<file path="src/rtl/ddc_cic_decim_if.sv">
`default_nettype none
// ---------------------------------------------------------------------
// ddc_cic_decim_if : I/Q sample bus into and out of the CIC decimator
// rev 1.0
// ---------------------------------------------------------------------
interface ddc_cic_decim_if #(
   parameter int IN_W  = 16,
   parameter int OUT_W = 16
);
   logic                    din_valid;
   logic signed [IN_W-1:0]  din_i;
   logic signed [IN_W-1:0]  din_q;
   logic                    dout_valid;
   logic signed [OUT_W-1:0] dout_i;
   logic signed [OUT_W-1:0] dout_q;

   modport master (
      output din_valid, din_i, din_q,
      input  dout_valid, dout_i, dout_q
   );

   modport slave (
      input  din_valid, din_i, din_q,
      output dout_valid, dout_i, dout_q
   );
endinterface
`default_nettype wire

</file>
<file path="src/rtl/ddc_cic_decim.sv">
`default_nettype none
// ---------------------------------------------------------------------
// ddc_cic_decim : 2-channel 3-stage CIC decimator, R = 2/4/8/16, rounded
// and saturated unity-gain output with warm-up suppression.  rev 1.0
// ---------------------------------------------------------------------
module ddc_cic_decim #(
   parameter int IN_W   = 16,
   parameter int OUT_W  = 16,
   parameter int ACC_W  = 28,
   parameter int WARMUP = 3
) (
   input  wire logic        clk_200m,
   input  wire logic        cfg_rst,
   ddc_cic_decim_if.slave   bus,
   input  wire logic [1:0]  dec_sel,
   input  wire logic        cfg_load,
   output logic             sat_flag,
   output logic [63:0]      dbg
);
   localparam logic signed [ACC_W:0] OUT_MAX = (ACC_W+1)'((2**(OUT_W-1)) - 1);
   localparam logic signed [ACC_W:0] OUT_MIN = ~OUT_MAX;

   logic [1:0]              r_sel;
   logic [3:0]              dec_cnt;
   logic [1:0]              warm_cnt;
   logic                    dec_stb, stb1, stb2, stb3;
   logic                    valid_r;
   logic                    frame_end;
   logic [3:0]              shift;

   logic signed [ACC_W-1:0] din_x [2];
   logic signed [ACC_W-1:0] int1  [2];
   logic signed [ACC_W-1:0] int2  [2];
   logic signed [ACC_W-1:0] int3  [2];
   logic signed [ACC_W-1:0] c1    [2];
   logic signed [ACC_W-1:0] c2    [2];
   logic signed [ACC_W-1:0] c3    [2];
   logic signed [ACC_W-1:0] d1    [2];
   logic signed [ACC_W-1:0] d2    [2];
   logic signed [ACC_W-1:0] d3    [2];
   logic signed [ACC_W:0]   rnd   [2];
   logic signed [OUT_W-1:0] sat_val [2];
   logic signed [OUT_W-1:0] out_reg [2];
   logic [1:0]              clip;

   always_comb begin
      shift     = 4'd3 * ({2'b00, r_sel} + 4'd1);
      frame_end = ({1'b0, dec_cnt} == ((5'd2 << r_sel) - 5'd1));
      din_x[0]  = {{(ACC_W-IN_W){bus.din_i[IN_W-1]}}, bus.din_i};
      din_x[1]  = {{(ACC_W-IN_W){bus.din_q[IN_W-1]}}, bus.din_q};
      clip      = 2'b00;
      for (int c = 0; c < 2; c++) begin
         // one guard bit keeps the half-LSB addition from wrapping
         rnd[c] = $signed({c3[c][ACC_W-1], c3[c]})
                + $signed((ACC_W+1)'(1) << (shift - 4'd1));
         rnd[c] = rnd[c] >>> shift;
         sat_val[c] = rnd[c][OUT_W-1:0];
         if (rnd[c] > OUT_MAX) begin
            sat_val[c] = OUT_MAX[OUT_W-1:0];
            clip[c]    = 1'b1;
         end else if (rnd[c] < OUT_MIN) begin
            sat_val[c] = OUT_MIN[OUT_W-1:0];
            clip[c]    = 1'b1;
         end
      end
   end

   always_ff @(posedge clk_200m or posedge cfg_rst) begin
      if (cfg_rst) begin
         r_sel    <= 2'd0;
         dec_cnt  <= 4'd0;
         warm_cnt <= 2'd0;
         dec_stb  <= 1'b0;
         stb1     <= 1'b0;
         stb2     <= 1'b0;
         stb3     <= 1'b0;
         valid_r  <= 1'b0;
         sat_flag <= 1'b0;
         for (int c = 0; c < 2; c++) begin
            int1[c] <= '0; int2[c] <= '0; int3[c] <= '0;
            c1[c]   <= '0; c2[c]   <= '0; c3[c]   <= '0;
            d1[c]   <= '0; d2[c]   <= '0; d3[c]   <= '0;
            out_reg[c] <= '0;
         end
      end else if (cfg_load) begin
         // restart: pipeline strobes die here so no stale sample escapes
         r_sel    <= dec_sel;
         dec_cnt  <= 4'd0;
         warm_cnt <= 2'd0;
         dec_stb  <= 1'b0;
         stb1     <= 1'b0;
         stb2     <= 1'b0;
         stb3     <= 1'b0;
         valid_r  <= 1'b0;
         sat_flag <= 1'b0;
         for (int c = 0; c < 2; c++) begin
            int1[c] <= '0; int2[c] <= '0; int3[c] <= '0;
            c1[c]   <= '0; c2[c]   <= '0; c3[c]   <= '0;
            d1[c]   <= '0; d2[c]   <= '0; d3[c]   <= '0;
         end
      end else begin
         if (bus.din_valid) begin
            dec_cnt <= frame_end ? 4'd0 : dec_cnt + 4'd1;
            for (int c = 0; c < 2; c++) begin
               int1[c] <= int1[c] + din_x[c];
               int2[c] <= int2[c] + int1[c];
               int3[c] <= int3[c] + int2[c];
            end
         end
         dec_stb <= bus.din_valid & frame_end;
         stb1    <= dec_stb;
         stb2    <= stb1;
         stb3    <= stb2;
         for (int c = 0; c < 2; c++) begin
            if (dec_stb) begin
               c1[c] <= int3[c] - d1[c];
               d1[c] <= int3[c];
            end
            if (stb1) begin
               c2[c] <= c1[c] - d2[c];
               d2[c] <= c1[c];
            end
            if (stb2) begin
               c3[c] <= c2[c] - d3[c];
               d3[c] <= c2[c];
            end
         end
         valid_r <= 1'b0;
         if (stb3) begin
            if (clip != 2'b00)
               sat_flag <= 1'b1;
            if (warm_cnt == 2'(WARMUP)) begin
               valid_r    <= 1'b1;
               out_reg[0] <= sat_val[0];
               out_reg[1] <= sat_val[1];
            end else begin
               warm_cnt <= warm_cnt + 2'd1;
            end
         end
      end
   end

   assign bus.dout_valid = valid_r;
   assign bus.dout_i     = out_reg[0];
   assign bus.dout_q     = out_reg[1];
   assign dbg = {dec_cnt, warm_cnt, r_sel, 8'h00,
                 {(48-ACC_W){int3[0][ACC_W-1]}}, int3[0]};
endmodule
`default_nettype wire

</file>
<file path="src/flat_wrapper.sv">
// flat-port wrapper written by rule: the top's interface ports become plain ports
module ddc_cic_decim_flat 
#(
   parameter int IN_W   = 16,
   parameter int OUT_W  = 16,
   parameter int ACC_W  = 28,
   parameter int WARMUP = 3
)
  (clk_200m, cfg_rst, dec_sel, cfg_load, sat_flag, dbg, bus_din_valid, bus_din_i, bus_din_q, bus_dout_valid, bus_dout_i, bus_dout_q);
  ddc_cic_decim_if #(.IN_W(IN_W), .OUT_W(OUT_W)) bus_i ();
  input  wire logic clk_200m;
  input  wire logic cfg_rst;
  input  wire logic [1:0] dec_sel;
  input  wire logic cfg_load;
  output logic sat_flag;
  output logic [63:0] dbg;
  input wire logic [$bits(bus_i.din_valid)-1:0] bus_din_valid;
  input wire logic [$bits(bus_i.din_i)-1:0] bus_din_i;
  input wire logic [$bits(bus_i.din_q)-1:0] bus_din_q;
  output wire logic [$bits(bus_i.dout_valid)-1:0] bus_dout_valid;
  output wire logic [$bits(bus_i.dout_i)-1:0] bus_dout_i;
  output wire logic [$bits(bus_i.dout_q)-1:0] bus_dout_q;
  assign bus_i.din_valid = bus_din_valid;
  assign bus_i.din_i = bus_din_i;
  assign bus_i.din_q = bus_din_q;
  assign bus_dout_valid = bus_i.dout_valid;
  assign bus_dout_i = bus_i.dout_i;
  assign bus_dout_q = bus_i.dout_q;
  ddc_cic_decim #(.IN_W(IN_W), .OUT_W(OUT_W), .ACC_W(ACC_W), .WARMUP(WARMUP)) u_core (.clk_200m(clk_200m), .cfg_rst(cfg_rst), .bus(bus_i), .dec_sel(dec_sel), .cfg_load(cfg_load), .sat_flag(sat_flag), .dbg(dbg));
endmodule
</file>
<file path="config.mk">
export PLATFORM = sky130hd
export DESIGN_NAME = ddc_cic_decim_flat
export DESIGN_NICKNAME = d
export VERILOG_FILES = /design/src/rtl/ddc_cic_decim_if.sv /design/src/rtl/ddc_cic_decim.sv /design/src/flat_wrapper.sv
export SDC_FILE = /design/constraint.sdc
export NUM_CORES = 2
export LEC_CHECK = 0
export CAP_MARGIN = 10
export CORE_AREA = 4 4 189 374
export DETAILED_ROUTE_END_ITERATION = 8
export DIE_AREA = 0 0 193 378
export HOLD_SLACK_MARGIN = 0.05
export PLACE_DENSITY_LB_ADDON = 0.3
export SLEW_MARGIN = 25
export SYNTH_ARGS = -nofsm -noshare
export SYNTH_HDL_FRONTEND = slang
export SYNTH_SLANG_ARGS = --single-unit
</file>
<file path="constraint.sdc">
create_clock -name clk_200m -period 24.5 [get_ports clk_200m]
set_input_delay 4.9 -clock clk_200m [delete_from_list [all_inputs] [get_ports clk_200m]]
set_output_delay 4.9 -clock clk_200m [all_outputs]
set_load 0.02 [all_outputs]
</file>
* Yosys cells after proc, flatten, opt, wreduce, memory -nomap -nowiden
Index checks and enable logic that the tools add are counted. W data, S select, Z words.
Operators by class: bitwise operators 2, mux-type cells 48, multipliers 1, reduce and logical (&&, ||, !) cells 10, $lt $le $gt $ge 4, shifts and indexed selects 4, equality and inequality tests 3, $add $sub $neg 19
Operator list (number):
- $mux W56 | 12
- $mux W28 | 12
- $sub A28 B28 Y28 | 6
- $add A28 B28 Y28 | 4
- $mux W16 | 4
- $add A28 B29 Y29 | 2
- $gt A29 B16 Y1 const B | 2
- $lt A29 B16 Y1 const B | 2
- $sshr A29 B4 Y29 | 2
- $add A28 B16 Y28 | 2
- $shl A1 B4 Y29 const A | 1
- $mux W1 | 14
- $reduce_bool A2 Y1 | 7
- $mux W4 | 3
- $mux W2 | 3
- $eq A4 B5 Y1 | 1
- $shl A2 B2 Y5 const A | 1
- $sub A5 B1 Y5 const B | 1
- $add A4 B1 Y4 const B | 1
- $mul A2 B4 Y4 const A | 1
- $reduce_and A2 Y1 | 2
- $sub A4 B1 Y4 const B | 1
- $add A2 B1 Y3 const B | 1
- $reduce_and A3 Y1 | 1
- 5 further kinds | 5
Storage, ports and cells: bits of input ports 38, bits in registers 550, logic and storage cells 120

* Depth between registers and ports, before layout
depth after elaboration 13, gate-level depth with buffers 31, gate-level depth less buffers 20

* Worst setup path after synthesis
No wires, ideal clock.
path kind input -> register, start in bus_din_i[0], end reg u_core.int1[54] (netlist bit), path slack 16182 ps, required time 24367 ps, cell stages on the path 17, data arrival time 8185 ps, buffers on the path 0, cells stage by stage ha_1 -> fa_1 -> a21oi_1 -> o21bai_1 -> a21o_1 -> a21o_1 -> a211oi_1 -> o21ai_0 -> o41ai_1 -> o211ai_1 -> a31oi_1 -> o21bai_1 -> a21oi_1 -> o21bai_1 -> a21oi_1 -> xor2_1 -> o21ai_0
On the way: cells in the longest elaborated chain, start to end 3
Ends and longest elaborated chain:
- from (decl) | RTL line flat_wrapper.sv:18 | input wire logic [$bits(bus_i.din_i)-1:0] bus_din_i;
- $add A28 B16 Y28 | RTL line ddc_cic_decim.sv:105 | int1[c] <= int1[c] + din_x[c];
- $mux W56 | RTL line ddc_cic_decim.sv:102 | if (bus.din_valid) begin
- $mux W56 | RTL line ddc_cic_decim.sv:85 | end else if (cfg_load) begin
- to (signal, indexed assignment) | RTL line ddc_cic_decim.sv:105
- to (decl) | RTL line ddc_cic_decim.sv:32 | logic signed [ACC_W-1:0] int1 [2];
No other way between the ends. The select of a mux whose other input is x is not followed. A chain may end at the register's enable or synchronous reset.

* Final worst setup path
Same ends and word-level chain as after synthesis.

==> results.ini <==
[route]
drc = 0
wl_mm = 98.5
drt_iter0_drc = 1451
drtPass1Iterations = 8
routedWlPerCell_microns = 17.1
via_per_inst = 6.01
final_antenna_net_count = 0
num_vias = 34600

[critical_path]
cp-end-kind = flop
required_ns = 24.96
slowest_stage = o41ai_1
crit_chain = clkdlybuf4s50_1 -> ha_1 -> fa_1 -> a21oi_1 -> o21bai_1 -> a21o_1 -> a21o_1 -> a211oi_1 -> o21ai_0 -> o41ai_1 -> o211ai_1 -> a31oi_1 -> o21bai_1 -> a21oi_1 -> o21bai_1 -> a21oi_1 -> xor2_1 -> o21ai_0
critPathKind = input port to flop
regToRegSetupSlack_ns = 16.84
worstPathArrival_ns = 9.51
slowest_delay_ns = 0.75
start_kind = input port
path_max_fanout = 5

[timing]
setup_viol = 0
finalCritPeriodShare = 0.370
worstMarginPinSlew_ns = 1.13
hold_ws_ns = 0.482
tns_ns = 0
finalClockSkew_ns = 0.0220
finalHoldViolations = 0
min_period_ns = 9.05
timing.final.ws_setup_ns = 15.45
finalMaxSlewViolations = 0
rsz0062_at_grt = false
slew_headroom = 0.230
max_freq_mhz = 110

[layout]
mostFrequentLayoutCells = nor2_1 (712), dfrtp_1 (546), mux2i_1 (383)
final_common_cell = nor2_1
drive_gt1_frac = 0.0456
synthToLayoutAreaGrowth_pct = 7.82
antenna_cells = 0
fin_nets = 5233
final_cells = 5758

[die]
start_util = 0.626
fp-row-count = 135
coreArea_sq_um = 67700
ios = 136
chipHeight_microns = 378
dieArea_sq_um = 73000
die_w_microns = 193

[synthesis]
syn_area_sq_um = 42400
synth_top_family_by_area = compound AO/OA/AOI/OAI gates
yosysWarningCount = 0
synth_edf_count = 0
yosys.area_share.simple = 0.160
postSynthAreaPerCell_sq_um = 8.71
ys_seq_elements = 550
ys_seq_area_frac = 0.325
async_reset_ff_frac = 1.00
synth_mux_area_frac = 0.0993
synth_xor_area_frac = 0.0703
synth-main-ff-cell = dfrtp_1
synth-compound-area-share = 0.182
synthAdderAreaFrac = 0.111
netlist_instances = 4867
synth_cell_types = 99

[place]
gp_congestion = 0.949
dp_cells = 5665
dp_slack_ns = 14.84
place_hpwl_mm = 73.6
portBuffers = 127

[global_route]
antenna_found_initial = 0
grt_start_max_net_pins = 142
grt_pass1_vias = 34300
grt.total_usage = 0.268
grt_pass1_wl_mm = 163
grt_overflow = 0

[clock_tree]
cts_tree = done
cts_resized = 0
clock_path_buffers = 3
post-cts-setup-buffers = 0
numCtsBuffers = 51
cts-root-buf = clkbuf_16
cts_sinks = 550
worstSkewPairLatency_ns = 0.60
clk_pin_slew_ns = 0.06
h-tree-depth = 2
holdBufCountCts = 0

[flow_run]
drv_cap = 0

[power]
p_leak_nw = 20.5
power.density_nw_per_um2 = 56.9
power_mw = 2.60
peakVddDrop_mv = 0.0591

[min_path]
hold_class = flop to flop

[run_status]
run_status = finished, final reports clean

[per-stage QoR]
stage | area (sq um) | util
global route | 45700 | 0.674
floorplan | 42400 | -
global placement | 43900 | 0.648
CTS | 45700 | 0.674
finish | 45700 | 0.674
detailed placement | 43900 | 0.648
[power breakdown]
group	internal (mW)	switching (mW)
Sequential	0.945	0.0452
Combinational	0.330	0.435
Clock	0.487	0.359
[state kept, by name, indices dropped and copies added, names as in the netlist, 28 cells and up]
| signal | cells |
|---|---|
| u_core.c1 | 56 |
| u_core.c2 | 56 |
| u_core.c3 | 56 |
| u_core.d1 | 56 |
| u_core.d2 | 56 |
| u_core.d3 | 56 |
| u_core.dbg | 28 |
| u_core.int1 | 56 |
| u_core.int2 | 56 |
| u_core.int3 | 28 |
[critical path: cells and delay by family]
kind / cells / cell delay, ns
buffers and inverters: 1 / 0.40
adder cells (fa/ha/maj): 2 / 0.64
AO/OA/AOI/OAI: 14 / 3.41
XOR/XNOR: 1 / 0.15
[cell families (layout without fill, tap and decap cells)]
kind of cell    Yosys count  in the layout
simple gates           1519           1519
xor+xnor                337            337
other cells               1              8
flops                   550            550
fa+ha+maj               371            371
mux                     404            404
buf+inv                 524            518
compound gates         1161           1161
[cells in the mapped netlist (10+ instances only)]
cell type / number / area share
mux4_2: 12 / 0.0064
fa_1: 12 / 0.0057
and2_1: 28 / 0.0041
nand3_1: 94 / 0.011
dfrtp_1: 550 / 0.32
nand2_1: 309 / 0.027
buf_4: 58 / 0.010
nor3_1: 103 / 0.012
a21o_1: 125 / 0.022
and3_1: 44 / 0.0065
a21oi_1: 313 / 0.037
nand4_1: 19 / 0.0028
nor2_1: 714 / 0.063
a211o_1: 23 / 0.0048
o21ai_1: 15 / 0.0018
buf_1: 35 / 0.0031
o21ai_0: 212 / 0.025
nand3b_1: 13 / 0.0023
xnor2_1: 221 / 0.046
xor2_1: 114 / 0.024
a211oi_1: 76 / 0.013
a31o_2: 17 / 0.0035
nor2b_1: 37 / 0.0055
mux2i_1: 383 / 0.090
a21boi_0: 13 / 0.0023
o22ai_1: 10 / 0.0015
ha_1: 355 / 0.10
a32o_1: 10 / 0.0024
o211ai_1: 22 / 0.0039
nand2b_1: 53 / 0.0078
a22o_1: 18 / 0.0037
or3_1: 42 / 0.0062
clkbuf_1: 159 / 0.014
o31ai_1: 20 / 0.0035
o21bai_1: 49 / 0.0087
a31oi_1: 39 / 0.0058
o21a_1: 47 / 0.0083
inv_1: 259 / 0.023
or2_2: 19 / 0.0028
[final cells by class]
class | instances | area (sq um)
inverter | 263 | 995
multi-input combinational | 3800 | 26500
clock inverter | 27 | 354
clock buffer | 66 | 1430
sequential | 550 | 13800
fill | 5453 | 22100
timing repair buffer | 162 | 1550
tap | 890 | 1110
[metal layers]
layer / wire, microns / up-vias / track usage
met5: 0 / - / 0
met2: 51600 / 722 / 0.500
li1: - / 17100 / -
met1: 36900 / 16400 / 0.283
met4: 7120 / 0 / 0.167
met3: 2880 / 321 / 0.0249
[final timing paths]
path / startpoint / to / depth (start not counted)
worst max-delay path: bus_din_i[0] / u_core.int1[54]$_DFFE_PP0P_ / 18
max in group asynchronous: cfg_rst / u_core.stb1$_DFF_PP0_ / 4
worst min register to register: u_core.bus.dout_q[8]$_DFFE_PP0P_ / u_core.bus.dout_q[8]$_DFFE_PP0P_ / 2
worst max register to register: u_core.r_sel[0]$_DFFE_PP0P_ / u_core.bus.dout_i[6]$_DFFE_PP0P_ / 18
worst min-delay path: u_core.bus.dout_q[8]$_DFFE_PP0P_ / u_core.bus.dout_q[8]$_DFFE_PP0P_ / 2
min in group asynchronous: cfg_rst / u_core.d2[1]$_DFFE_PP0P_ / 2
No activity file was read; power rests on OpenSTA's default activity.
